### src/rtl/copy_arb2.sv
// Two-requester round-robin arbiter forwarding one packet at a time to a COPY stage
// over 4-phase level handshakes, counting forwarded packets whose copy flag is set.
module copy_arb2 #(
  parameter int PKT_W   = 32,
  parameter int CPY_BIT = 31
) (
  input  logic             CLK,
  input  logic             MR_N,
  input  logic             Send_in0,
  input  logic             Send_in1,
  input  logic [PKT_W-1:0] PACKET_IN0,
  input  logic [PKT_W-1:0] PACKET_IN1,
  output logic             Ack_out0,
  output logic             Ack_out1,
  output logic             Send_out,
  output logic [PKT_W-1:0] PACKET_OUT,
  input  logic             Ack_in,
  output logic             GNT_ID,
  output logic [15:0]      CPY_CNT
);

  typedef enum logic [1:0] {IDLE, ACK_UP, SEND, RTZ} state_e;

  state_e             state_q, state_d;
  logic [1:0]         req_meta_q, req_sync_q;
  logic               ack_meta_q, ack_sync_q;
  logic               pri_q, pri_d;
  logic               gnt_q, gnt_d;
  logic [1:0]         ack_out_q, ack_out_d;
  logic               send_q, send_d;
  logic [PKT_W-1:0]   pkt_q, pkt_d;
  logic [15:0]        cpy_cnt_q, cpy_cnt_d;
  logic               win;

  // Two-stage synchronizers; nothing downstream looks at the raw asynchronous levels.
  always_ff @(posedge CLK or negedge MR_N) begin
    if (!MR_N) begin
      req_meta_q <= '0;
      req_sync_q <= '0;
      ack_meta_q <= 1'b0;
      ack_sync_q <= 1'b0;
    end else begin
      // NOTE: non-blocking assignments let each flop sample the previous stage's old value.
      req_meta_q <= {Send_in1, Send_in0};
      req_sync_q <= req_meta_q;
      ack_meta_q <= Ack_in;
      ack_sync_q <= ack_meta_q;
    end
  end

  always_comb begin
    // NOTE: every output gets a default first so no path through the case infers a latch.
    state_d   = state_q;
    pri_d     = pri_q;
    gnt_d     = gnt_q;
    ack_out_d = ack_out_q;
    send_d    = send_q;
    pkt_d     = pkt_q;
    cpy_cnt_d = cpy_cnt_q;
    win       = 1'b0;

    unique case (state_q)
      IDLE: begin
        if (|req_sync_q) begin
          // Contention goes to the pointer; a lone request wins outright.
          win       = (req_sync_q == 2'b11) ? pri_q : req_sync_q[1];
          gnt_d     = win;
          pri_d     = ~win;
          pkt_d     = win ? PACKET_IN1 : PACKET_IN0;
          ack_out_d = win ? 2'b10 : 2'b01;
          state_d   = ACK_UP;
        end
      end
      ACK_UP: begin
        if (!req_sync_q[gnt_q]) begin
          ack_out_d = 2'b00;
          send_d    = 1'b1;
          state_d   = SEND;
        end
      end
      SEND: begin
        if (ack_sync_q) begin
          send_d  = 1'b0;
          state_d = RTZ;
          if (pkt_q[CPY_BIT]) cpy_cnt_d = cpy_cnt_q + 16'd1;
        end
      end
      RTZ: begin
        if (!ack_sync_q) state_d = IDLE;
      end
      default: state_d = IDLE;
    endcase
  end

  always_ff @(posedge CLK or negedge MR_N) begin
    if (!MR_N) begin
      state_q   <= IDLE;
      pri_q     <= 1'b0;
      gnt_q     <= 1'b0;
      ack_out_q <= 2'b00;
      send_q    <= 1'b0;
      pkt_q     <= '0;
      cpy_cnt_q <= '0;
    end else begin
      state_q   <= state_d;
      pri_q     <= pri_d;
      gnt_q     <= gnt_d;
      ack_out_q <= ack_out_d;
      send_q    <= send_d;
      pkt_q     <= pkt_d;
      cpy_cnt_q <= cpy_cnt_d;
    end
  end

  assign Ack_out0   = ack_out_q[0];
  assign Ack_out1   = ack_out_q[1];
  assign Send_out   = send_q;
  assign PACKET_OUT = pkt_q;
  assign GNT_ID     = gnt_q;
  assign CPY_CNT    = cpy_cnt_q;

endmodule

### config.mk
export PLATFORM = sky130hd
export DESIGN_NAME = copy_arb2
export DESIGN_NICKNAME = d
export VERILOG_FILES = /design/src/rtl/copy_arb2.sv
export SDC_FILE = /design/constraint.sdc
export NUM_CORES = 1
export LEC_CHECK = 0
export ABC_AREA = 1
export CORE_ASPECT_RATIO = 0.9
export CORE_MARGIN = 3
export CORE_UTILIZATION = 42
export DETAILED_ROUTE_END_ITERATION = 10
export HOLD_SLACK_MARGIN = 0.06
export PLACE_DENSITY_LB_ADDON = 0.2
export SLEW_MARGIN = 20
export SYNTH_ARGS = -nofsm -noshare
export SYNTH_HDL_FRONTEND = slang
export SYNTH_SLANG_ARGS = --single-unit
### constraint.sdc
create_clock -name CLK -period 1.8 [get_ports CLK]
set_input_delay 0.36 -clock CLK [delete_from_list [all_inputs] [get_ports CLK]]
set_output_delay 0.36 -clock CLK [all_outputs]
set_load 0.05 [all_outputs]
### After elaboration in Yosys (flattened, before gate mapping)

Cells that the tools add are included.

* add/sub/neg operators: 1
* order comparisons: 1
* eq/ne operators: 8
* mux-type cells: 16
* bitwise operators: 1
* reduce and logical (&&, ||, !) cells: 9

Operator list (number)
* $mux 32: 1
* $add 16x1->16 const B: 1
* $mux 2: 7
* $reduce_and 3->1: 3
* $ne 2x2->1 const B: 4
* $pmux 2 s4: 1
* $eq 2x2->1 const B: 3
* $mux 1: 5
* $pmux 2 s2: 1
* $reduce_and 4->1: 1
* $reduce_bool 2->1: 2
* $eq 2x1->1 const B: 1
* $logic_not 2->1: 1
* $lt 1x2->1 const B: 1
* $pmux 1 s2: 1
* $reduce_and 2->1: 1
* $reduce_or 2->1: 1
* $not 1->1: 1

* bits in registers: 61
* input port bits: 69

### Logic depth before layout (Yosys ltp)

Gate-level depths: netlist (run 1).

* depth after elaboration: 5
* mapped depth: 9
* gate-level depth less buffers: 9

### Worst setup path after synthesis (run 1)

Ideal clock, no wire load.

* kind: register to register
* start point: register cpy_cnt_q[1], in the netlist CPY_CNT[1]
* end point: register cpy_cnt_q[8], in the netlist CPY_CNT[8]
* setup time: 0.082 ns
* arrival time: 1.493 ns
* required time: 1.718 ns
* slack: 0.225 ns
* cell stages (with the launch flop): 7
* path buffers: 0
* path through: dfrtp_1 ha_1 nand2_1 nor2_2 nand2_1 nor2_1 xor2_1

* word-level cells in the longest chain between the ends: 1

RTL lines
* start, declared: line 32 `logic [15:0] cpy_cnt_q, cpy_cnt_d;`
* start signal, assigned: line 111 `cpy_cnt_q <= cpy_cnt_d;`
* $add 16x1->16: line 85 `if (pkt_q[CPY_BIT]) cpy_cnt_d = cpy_cnt_q + 16'd1;`

Every way passes these cells.
A chain may end at the register's enable or synchronous reset.

### Worst setup path in the final report (run 1)

* start point: register state_q[0]
* end point: register cpy_cnt_q[12], in the netlist CPY_CNT[12]

* word-level cells in the longest chain between the ends: 2

RTL lines
* start, declared: line 24 `state_e state_q, state_d;`
* start signal, assigned: line 105 `state_q <= state_d;`
* $eq 2x2->1: line 62 `unique case (state_q)`
* $reduce_and 3->1 (no source line)

Every way passes these cells.

==> results.sh, run 1 <==
export IMPL_drv_cap=0
export IMPL_crit_family="simple AND/OR/NAND/NOR gates"
export IMPL_required_ns=2.03
export IMPL_die_w_um=92.59
export IMPL_netlist_area_sq_mm=0.002834
export IMPL_yosysMostFrequentCell="nand2_1"
export IMPL_vias=2656
export IMPL_path_class="reg -> reg"
export IMPL_synthesis_nets=405
export IMPL_yosysTopAreaCell="dfrtp_1"
export IMPL_relSlewSlack=0.7519
export IMPL_pwr_share_clk=0.177
export IMPL_die_area_sq_mm=0.007770
export IMPL_num_rows=27
export IMPL_cts_buffer_depth=2
export IMPL_yosys_top_cells_area="dfrtp_1, nand2_1, nand3_1, inv_1, ha_1"
export IMPL_cts_buffers=9
export IMPL_drc=0
export IMPL_p_comb_frac=0.519
export IMPL_path_buf_inv=2
export IMPL_final_cells=552
export IMPL_grt_first_pass_wirelength_mm=12.25
export IMPL_crit_chain="inv_1, ha_1, nand2_2, nor2_4, buf_4, nand4_1, nor2_1, nor2_1"
export IMPL_pwr_share_seq=0.303
export IMPL_slew_violations=0
export IMPL_drt_iter0_markers=125
export IMPL_drive_gt1_frac=0.1957
export IMPL_core_sq_mm=0.006317
export IMPL_htree_levels=3
export IMPL_peakVddDrop_uv=864.7
export IMPL_synth_edff_count=0
export IMPL_grt_pass1_vias=2652
export IMPL_synth_top_cells_by_count="nand2_1, dfrtp_1, nand3_1, inv_1, nor2_1"
export IMPL_grt_overflow=0
export IMPL_routed_wl_mm=7.546
export IMPL_p_switching_mw=3.456
export IMPL_setup_tns_final_ns=0
export IMPL_synth_top_cell_area_share=0.5386
export IMPL_dr_pass1_iters=5
export IMPL_max_stage_delay_ns=0.42
export IMPL_die_h_um=83.93
export IMPL_clockRootBuffer="clkbuf_8"
export IMPL_hold_viol=0
export IMPL_finClkSkew_ns=0.005899
export IMPL_ant_nets=0
export IMPL_diodes=0
export IMPL_synthCells=330
export IMPL_crit_top_cell="nor2_1"
export IMPL_design_area_sq_mm=0.004228
export IMPL_worst_slew_pin_slew_ns=0.3721
export IMPL_leakage_nw=2.032
export IMPL_cts_sinks=61
export IMPL_ys_flop_type="dfrtp_1"
export IMPL_status="completed"
export IMPL_synth_avg_cell_area_sq_um=8.588
export IMPL_ys_seq_area_frac=0.5386
export IMPL_critPathSlowestCell="dfrtp_1"
export IMPL_ys_seq_elements=61
export IMPL_track_usage=0.2014
export IMPL_setup_viol=0
export IMPL_rsz0062_at_grt="no"
export IMPL_dpl_instance_area_sq_mm=0.003989
export IMPL_async_flop_share=1.000
export IMPL_worstHoldPathType="reg -> reg"
export IMPL_synth_warnings=0
export IMPL_clk_pin_slew_worst_paths_ns=0.07
export IMPL_initial_utilization=0.4486
export IMPL_internal_power_mw=3.808
export IMPL_end_kind="flip-flop"
export IMPL_post_route_period_util=0.9039
export IMPL_wl_per_cell_um=13.67
export IMPL_final_nets=535
export IMPL_grt_max_degree=62
export IMPL_swShare=0.4758
export IMPL_gp_congestion=0.8682
export IMPL_finish_utilization=0.6692
export IMPL_period_needed_ns=1.627
export IMPL_cellPowerDensity_mw_per_mm2=1718
export IMPL_fmax_ghz=0.6146
export IMPL_hpwl_mm=5.478
export IMPL_dp_cells=532
export IMPL_worst_skew_pair_late_latency_ns=0.33
export IMPL_cp_max_fo=6
export IMPL_antenna_found_initial=0
export IMPL_ys_types=24
export IMPL_ios=121
export IMPL_portBuffers=120
export IMPL_tritoncts="built"
export IMPL_vias_per_cell=4.812
export IMPL_worst_ep_arrival_time_ns=1.85
export IMPL_critPathLaunchType="flip-flop"
export IMPL_area_growth_pct=49.18
-- layout make-up --
class / count / area [sq um]
clock buffers: 11 / 131.4
clock inverters: 5 / 75.07
fillers: 526 / 2090
inverters: 24 / 92.59
multi-input cells: 236 / 1152
flip-flops and latches: 61 / 1526
well taps: 87 / 108.9
repair buffers: 128 / 1141
-- flip-flops by register name (all words and copies together), names as in the netlist, 2 cells and up --
signal,count
ack_out_q,2
CPY_CNT,16
req_sync_q,2
PACKET_OUT,32
req_meta_q,2
state_q,2
-- through the flow --
| stage | power (mW) | setup WS [ns] | hold slack, ns |
|---|---|---|---|
| 2_1_floorplan | 4.785 | 0.2247 | 0.06441 |
| 5_1_grt | 7.695 | 0.01839 | 0.3559 |
| 3_5_place_dp | 6.010 | 0.1791 | 0.3347 |
| 6_report | 7.264 | 0.1730 | 0.3490 |
| 4_1_cts | 7.322 | 0.1670 | 0.3500 |
| 3_3_place_gp | 5.934 | 0.2652 | 0.3338 |
-- cell usage in the layout, fill, tap and decap left out, drive strengths merged --
| cell type | count |
|---|---|
| a31oi | 2 |
| buf | 60 |
| bufinv | 2 |
| clkbuf | 11 |
| clkdlybuf4s50 | 67 |
| clkinv | 3 |
| dfrtp | 61 |
| dlygate4sd3 | 1 |
| ha | 6 |
| inv | 24 |
| nand2 | 137 |
| nand3 | 39 |
| nand3b | 2 |
| nand4 | 7 |
| nor2 | 23 |
| nor3 | 2 |
| o211ai | 1 |
| o21ai | 7 |
| xnor2 | 4 |
| xor2 | 6 |
-- worst register-to-register path, cell delays in order (launching register included) --
cell and delay, ns:
dfrtp_1 0.42, inv_1 0.12, ha_1 0.24, nand2_2 0.09
nor2_4 0.18, buf_4 0.15, nand4_1 0.13, nor2_1 0.13
nor2_1 0.06
-- cells by family after synthesis --
kind of cell / after synthesis / share of synthesized area
compound gates: 10 / 0.02737
xor+xnor: 10 / 0.03090
fa+ha+maj: 6 / 0.02649
buf+inv: 33 / 0.05475
flops: 61 / 0.5386
simple gates: 210 / 0.3218
-- routing by layer --
layer	routed length (um)	up-vias	global-route usage
li1	-	1303	-
met1	3176	1225	0.2374
met2	3472	112	0.3248
met3	708	16	0.07304
met4	189	0	0.09582
met5	0	-	0
-- final timing paths --
check | cells after the start | slack, ns | startpoint | end
worst max-delay path | 8 | 0.17 | state_q[0] | CPY_CNT[12]
worst min-delay path | 0 | 0.35 | req_meta_q[0] | req_sync_q[0]
worst max register to register | 8 | 0.17 | state_q[0] | CPY_CNT[12]
worst min register to register | 0 | 0.35 | req_meta_q[0] | req_sync_q[0]
max in group asynchronous | 3 | 0.97 | MR_N | PACKET_OUT[20]
min in group asynchronous | 3 | 0.56 | MR_N | CPY_CNT[0]
-- power by group through the flow --
stage | clock network, mW | registers, mW | logic, mW
after detailed placement | 0 | 2.20 | 3.81
after floorplan | 0 | 3.66 | 1.12
after global placement | 0 | 2.19 | 3.74
final | 1.29 | 2.20 | 3.77
after CTS | 1.32 | 2.20 | 3.80
after global routing | 1.38 | 2.27 | 4.05
-- what timing repair did --
item	CTS	global route
gates resized for setup	0	0
endpoints found under the setup margin	0	1
hold endpoints to repair	61	0
hold buffers	1	0
buffers inserted	0	3
Note: power is estimated with default switching activity, not from simulation.
==> run 2: changes to the inputs <==
--- a/config.mk
+++ b/config.mk
@@ -6,10 +6,12 @@
 export NUM_CORES = 1
 export LEC_CHECK = 0
 export ABC_AREA = 1
+export ABC_CLOCK_PERIOD_IN_PS = 1800
 export CORE_ASPECT_RATIO = 0.9
 export CORE_MARGIN = 3
 export CORE_UTILIZATION = 42
 export DETAILED_ROUTE_END_ITERATION = 10
+export GPL_TIMING_DRIVEN = 0
 export HOLD_SLACK_MARGIN = 0.06
 export PLACE_DENSITY_LB_ADDON = 0.2
 export SLEW_MARGIN = 20
==> run 2 against run 1 <==
Effect of this change:
- sequential cell count is the same
- clock-buffer cell count grew 3
- sequential share of layout area shrank 0.62 points
- fmax shrank 5.3%
- via count shrank 1.3%
- combinational power shrank 2%
- clock power shrank 13%
- utilization grew 1.2 points
- largest cell class unchanged
==> results.sh, run 2 (synthesis gave the netlist of run 1 again) <==
export IMPL_status="completed"
export IMPL_worst_ep_arrival_time_ns=1.36
export IMPL_grt_first_pass_wirelength_mm=12.49
export IMPL_cellPowerDensity_mw_per_mm2=1619
export IMPL_swShare=0.4923
export IMPL_die_area_sq_mm=0.007770
export IMPL_required_ns=1.44
export IMPL_grt_overflow=0
export IMPL_htree_levels=3
export IMPL_grt_pass1_vias=2706
export IMPL_max_stage_delay_ns=0.56
export IMPL_post_route_period_util=0.9541
export IMPL_design_area_sq_mm=0.004302
export IMPL_vias=2621
export IMPL_path_buf_inv=1
export IMPL_worst_skew_pair_late_latency_ns=0.34
export IMPL_hpwl_mm=5.608
export IMPL_wl_per_cell_um=13.30
export IMPL_core_sq_mm=0.006317
export IMPL_internal_power_mw=3.535
export IMPL_ant_nets=0
export IMPL_path_class="reg -> out"
export IMPL_routed_wl_mm=7.382
export IMPL_multi_input_area_sq_mm=0.001155
export IMPL_peakVddDrop_uv=893.8
export IMPL_ios=121
export IMPL_area_growth_pct=51.79
export IMPL_worst_slew_pin_slew_ns=0.5274
export IMPL_cts_buffers=9
export IMPL_rsz0062_at_grt="no"
export IMPL_holdWs_ns=0.3509
export IMPL_clockRootBuffer="clkbuf_8"
export IMPL_drive_gt1_frac=0.08974
export IMPL_leakage_nw=2.111
export IMPL_drv_cap=0
export IMPL_cts_buffer_depth=2
export IMPL_power_mw=6.963
export IMPL_die_w_um=92.59
export IMPL_final_nets=539
export IMPL_die_h_um=83.93
export IMPL_initial_utilization=0.4486
export IMPL_end_kind="output pin"
export IMPL_regArea_sq_mm=0.001526
export IMPL_pwr_share_clk=0.160
export IMPL_diodes=0
export IMPL_crit_reg2reg_launch="state_q[0]"
export IMPL_period_needed_ns=1.717
export IMPL_cts_sinks=61
export IMPL_vias_per_cell=4.723
export IMPL_track_usage=0.2052
export IMPL_crit_chain="dlygate4sd2_1"
export IMPL_p_switching_mw=3.428
export IMPL_finish_utilization=0.6809
export IMPL_worstHoldPathType="reg -> reg"
export IMPL_tritoncts="built"
export IMPL_drt_iter0_markers=123
export IMPL_mostFrequentLayoutCells="nand2_1, clkdlybuf4s50_1, dfrtp_1"
export IMPL_pwr_share_seq=0.309
export IMPL_relSlewSlack=0.6498
export IMPL_finClkSkew_ns=0.008029
export IMPL_critPathSlowestCell="dlygate4sd2_1"
export IMPL_portBuffers=120
export IMPL_dpl_instance_area_sq_mm=0.004169
export IMPL_crit_family="buffers and inverters"
export IMPL_hold_viol=0
export IMPL_nFillCells=541
export IMPL_layout_commonest_cell="nand2_1"
export IMPL_slew_violations=0
export IMPL_num_rows=27
export IMPL_cp_max_fo=7
export IMPL_clk_pin_slew_worst_paths_ns=0.06
export IMPL_dr_pass1_iters=4
export IMPL_grt_max_degree=49
export IMPL_min_from="ack_meta_q"
export IMPL_setup_viol=0
export IMPL_p_comb_frac=0.531
export IMPL_fmax_ghz=0.5823
export IMPL_gp_congestion=0.8539
export IMPL_drc=0
export IMPL_critPathLaunch="CPY_CNT[7]"
export IMPL_largest_reg_flops=32
export IMPL_critPathLaunchType="flip-flop"
export IMPL_antenna_found_initial=0
[run 2: routing by layer]
| metal | vias to the layer above | GRT usage | wire (um) |
|---|---|---|---|
| met2 | 103 | 0.3314 | 3428 |
| met4 | 0 | 0.07422 | 122 |
| met5 | - | 0 | 0 |
| met3 | 10 | 0.09468 | 734 |
| met1 | 1199 | 0.2385 | 3097 |
| li1 | 1309 | - | - |
[run 2: stage by stage]
| step | cells | TNS (ns) | setup WS [ns] |
|---|---|---|---|
| after floorplan | 330 | 0 | 0.2247 |
| after detailed placement | 538 | 0 | 0.1329 |
| after global placement | 537 | -99.63 | -1.637 |
| after CTS | 554 | 0 | 0.06321 |
| final | 555 | 0 | 0.08259 |
| after global routing | 555 | 0 | 0.01052 |
[run 2: worst paths after layout]
check                              end  slack [ns]  cells after the start
setup / recovery            CPY_CNT[7]        0.08                      1
hold / removal              ack_sync_q        0.35                      0
setup reg to reg           CPY_CNT[13]        0.15                      9
hold reg to reg             ack_sync_q        0.35                      0
max in group asynchronous   ack_meta_q        0.89                      3
min in group asynchronous   CPY_CNT[3]        0.42                      2
[run 2: layout make-up]
| class | count | share of cell area |
|---|---|---|
| Sequential cell | 61 | 0.3549 |
| Timing Repair Buffer | 123 | 0.2740 |
| Multi-Input combinational cell | 236 | 0.2685 |
| Clock buffer | 14 | 0.04014 |
| Tap cell | 87 | 0.02531 |
| Inverter | 24 | 0.02152 |
| Buffer | 9 | 0.01454 |
| Clock inverter | 1 | 0.001163 |
[run 2: power groups by stage]
stage	Clock [mW]	Combinational [mW]	Sequential, mW
floorplan	0	1.12	3.66
global placement	0	3.96	2.17
detailed placement	0	4.02	2.18
CTS	1.13	3.73	2.15
global route	1.21	4.01	2.22
finish	1.12	3.70	2.15
[run 2: timing repair]
action                                  CTS  global route
resized for setup                        52             1
endpoints found under the setup margin   52             3
endpoints found under the hold margin    13             0
hold buffers                              1             0
buffers inserted                          0             1
pin swaps                                 0             1
==> run 3: changes to the inputs <==
--- a/config.mk
+++ b/config.mk
@@ -13,7 +13,7 @@
 export DETAILED_ROUTE_END_ITERATION = 10
 export GPL_TIMING_DRIVEN = 0
 export HOLD_SLACK_MARGIN = 0.06
-export PLACE_DENSITY_LB_ADDON = 0.2
+export PLACE_DENSITY = 0.79
 export SLEW_MARGIN = 20
 export SYNTH_ARGS = -nofsm -noshare
 export SYNTH_HDL_FRONTEND = slang
==> run 3 against run 2 <==
Effect of this change:
- clock skew is 0.0025 ns lower
- global-route usage hardly changed
- power is 6.6% higher
- final cell count is 0.36% higher
- via count is 2.4% higher
- die area stayed put
- largest power group unchanged
- first-iteration DRC count is 6.5% lower
- sequential share of layout area is 0.70 points lower
- register-to-register slack worse by 0.03 ns
- critical endpoint unchanged
==> results.sh, run 3 (synthesis gave the netlist of run 1 again) <==
export IMPL_htree_levels=3
export IMPL_largest_reg_flops=32
export IMPL_diodes=0
export IMPL_cellPowerDensity_mw_per_mm2=1691
export IMPL_mostFrequentLayoutCells="nand2_1, clkdlybuf4s50_1, dfrtp_1"
export IMPL_drive_gt1_frac=0.09362
export IMPL_ant_nets=0
export IMPL_finish_utilization=0.6946
export IMPL_worstHoldPathType="reg -> reg"
export IMPL_max_stage_delay_ns=0.56
export IMPL_nFillCells=511
export IMPL_setup_viol=0
export IMPL_antenna_found_initial=0
export IMPL_initial_utilization=0.4486
export IMPL_design_area_sq_mm=0.004388
export IMPL_r2r_end="CPY_CNT[14]"
export IMPL_drv_cap=0
export IMPL_grt_max_degree=46
export IMPL_slew_violations=0
export IMPL_fmax_ghz=0.5799
export IMPL_min_from="req_meta_q[0]"
export IMPL_setup_tns_final_ns=0
export IMPL_post_route_period_util=0.9580
export IMPL_die_w_um=92.59
export IMPL_end_kind="output pin"
export IMPL_worstHoldPathCells=0
export IMPL_wl_per_cell_um=13.51
export IMPL_hold_viol=0
export IMPL_final_nets=540
export IMPL_cts_buffers=9
export IMPL_leakage_nw=2.155
export IMPL_grt_pass1_vias=2717
export IMPL_hpwl_mm=5.868
export IMPL_cts_sinks=61
export IMPL_vias_per_cell=4.817
export IMPL_routed_wl_mm=7.523
export IMPL_finClkSkew_ns=0.005539
export IMPL_worst_ep_arrival_time_ns=1.36
export IMPL_holdWs_ns=0.3481
export IMPL_crit_reg2reg_launch="state_q[0]"
export IMPL_peakVddDrop_uv=973.0
export IMPL_die_area_sq_mm=0.007770
export IMPL_cp_max_fo=7
export IMPL_gp_congestion=0.8723
export IMPL_worst_skew_pair_late_latency_ns=0.33
export IMPL_critPathLaunchType="flip-flop"
export IMPL_drt_iter0_markers=115
export IMPL_dpl_instance_area_sq_mm=0.004169
export IMPL_ios=121
export IMPL_path_buf_inv=1
export IMPL_dr_pass1_iters=4
export IMPL_status="completed"
export IMPL_portBuffers=120
export IMPL_core_sq_mm=0.006317
export IMPL_area_growth_pct=54.83
export IMPL_vias=2683
export IMPL_path_class="reg -> out"
export IMPL_die_h_um=83.93
export IMPL_clk_pin_slew_worst_paths_ns=0.06
export IMPL_critPathLaunch="CPY_CNT[7]"
export IMPL_ff2ff_setup_slack_ns=0.12
export IMPL_critPathSlowestCell="dlygate4sd2_1"
export IMPL_tritoncts="built"
export IMPL_track_usage=0.2050
export IMPL_worst_slew_pin_slew_ns=0.5426
export IMPL_grt_first_pass_wirelength_mm=12.57
export IMPL_clockRootBuffer="clkbuf_8"
export IMPL_grt_overflow=0
export IMPL_num_rows=27
export IMPL_crit_chain="dlygate4sd2_1"
export IMPL_rr_worst_depth=9
export IMPL_required_ns=1.44
export IMPL_drc=0
export IMPL_crit_family="buffers and inverters"
export IMPL_relSlewSlack=0.6397
export IMPL_cts_buffer_depth=2
export IMPL_layout_commonest_cell="nand2_1"
export IMPL_hold_end="req_sync_q[0]"
export IMPL_period_needed_ns=1.724
run 3: worst max-delay path by stage:
| stage | to | slack, ns | cells past startpoint |
|---|---|---|---|
| floorplan | CPY_CNT[8] | 0.22 | 6 |
| global placement | PACKET_OUT[15] | -1.58 | 1 |
| detailed placement | CPY_CNT[7] | 0.14 | 1 |
| CTS | CPY_CNT[7] | 0.06 | 1 |
| global route | CPY_CNT[14] | -0.002 | 9 |
| finish | CPY_CNT[7] | 0.08 | 1 |
run 3: what timing repair did:
| item | in CTS | in global routing |
|---|---|---|
| pin swaps | 0 | 1 |
| endpoints found under the setup margin | 52 | 1 |
| hold endpoints to repair | 16 | 0 |
| resized for setup | 52 | 0 |
| setup buffers | 0 | 2 |
| hold buffers | 1 | 0 |
run 3: per-layer routing:
| layer | GRT usage | vias up | share of wire | wire [um] |
|---|---|---|---|---|
| li1 | - | 1312 | - | - |
| met1 | 0.2276 | 1246 | 0.40 | 3026 |
| met2 | 0.3373 | 111 | 0.47 | 3528 |
| met3 | 0.09017 | 14 | 0.11 | 806 |
| met4 | 0.09312 | 0 | 0.022 | 162 |
| met5 | 0 | - | 0 | 0 |
run 3: cell type report:
class	instances	area, sq um	area share
clock buffer	13	168.9	0.03849
tap	87	108.9	0.02481
timing repair buffer	124	1186	0.2703
inverter	24	92.59	0.02110
multi-input combinational	236	1152	0.2626
sequential	61	1526	0.3479
buffer	9	62.56	0.01426
clock inverter	3	90.09	0.02053
run 3: report_power, final:
part	internal (mW)	leakage (nW)	switching, mW	total (mW)
Clock	1.03	0.130	0.510	1.54
Combinational	1.07	1.26	2.63	3.70
Sequential	1.86	0.764	0.314	2.17
run 3: through the flow:
| step | std cells | total power, mW | worst slack [ns] |
|---|---|---|---|
| after floorplan | 330 | 4.785 | 0.2247 |
| after global routing | 557 | 7.867 | -0.002268 |
| after global placement | 537 | 6.140 | -1.582 |
| after CTS | 555 | 7.488 | 0.06126 |
| after detailed placement | 538 | 6.238 | 0.1388 |
| final | 557 | 7.421 | 0.07562 |
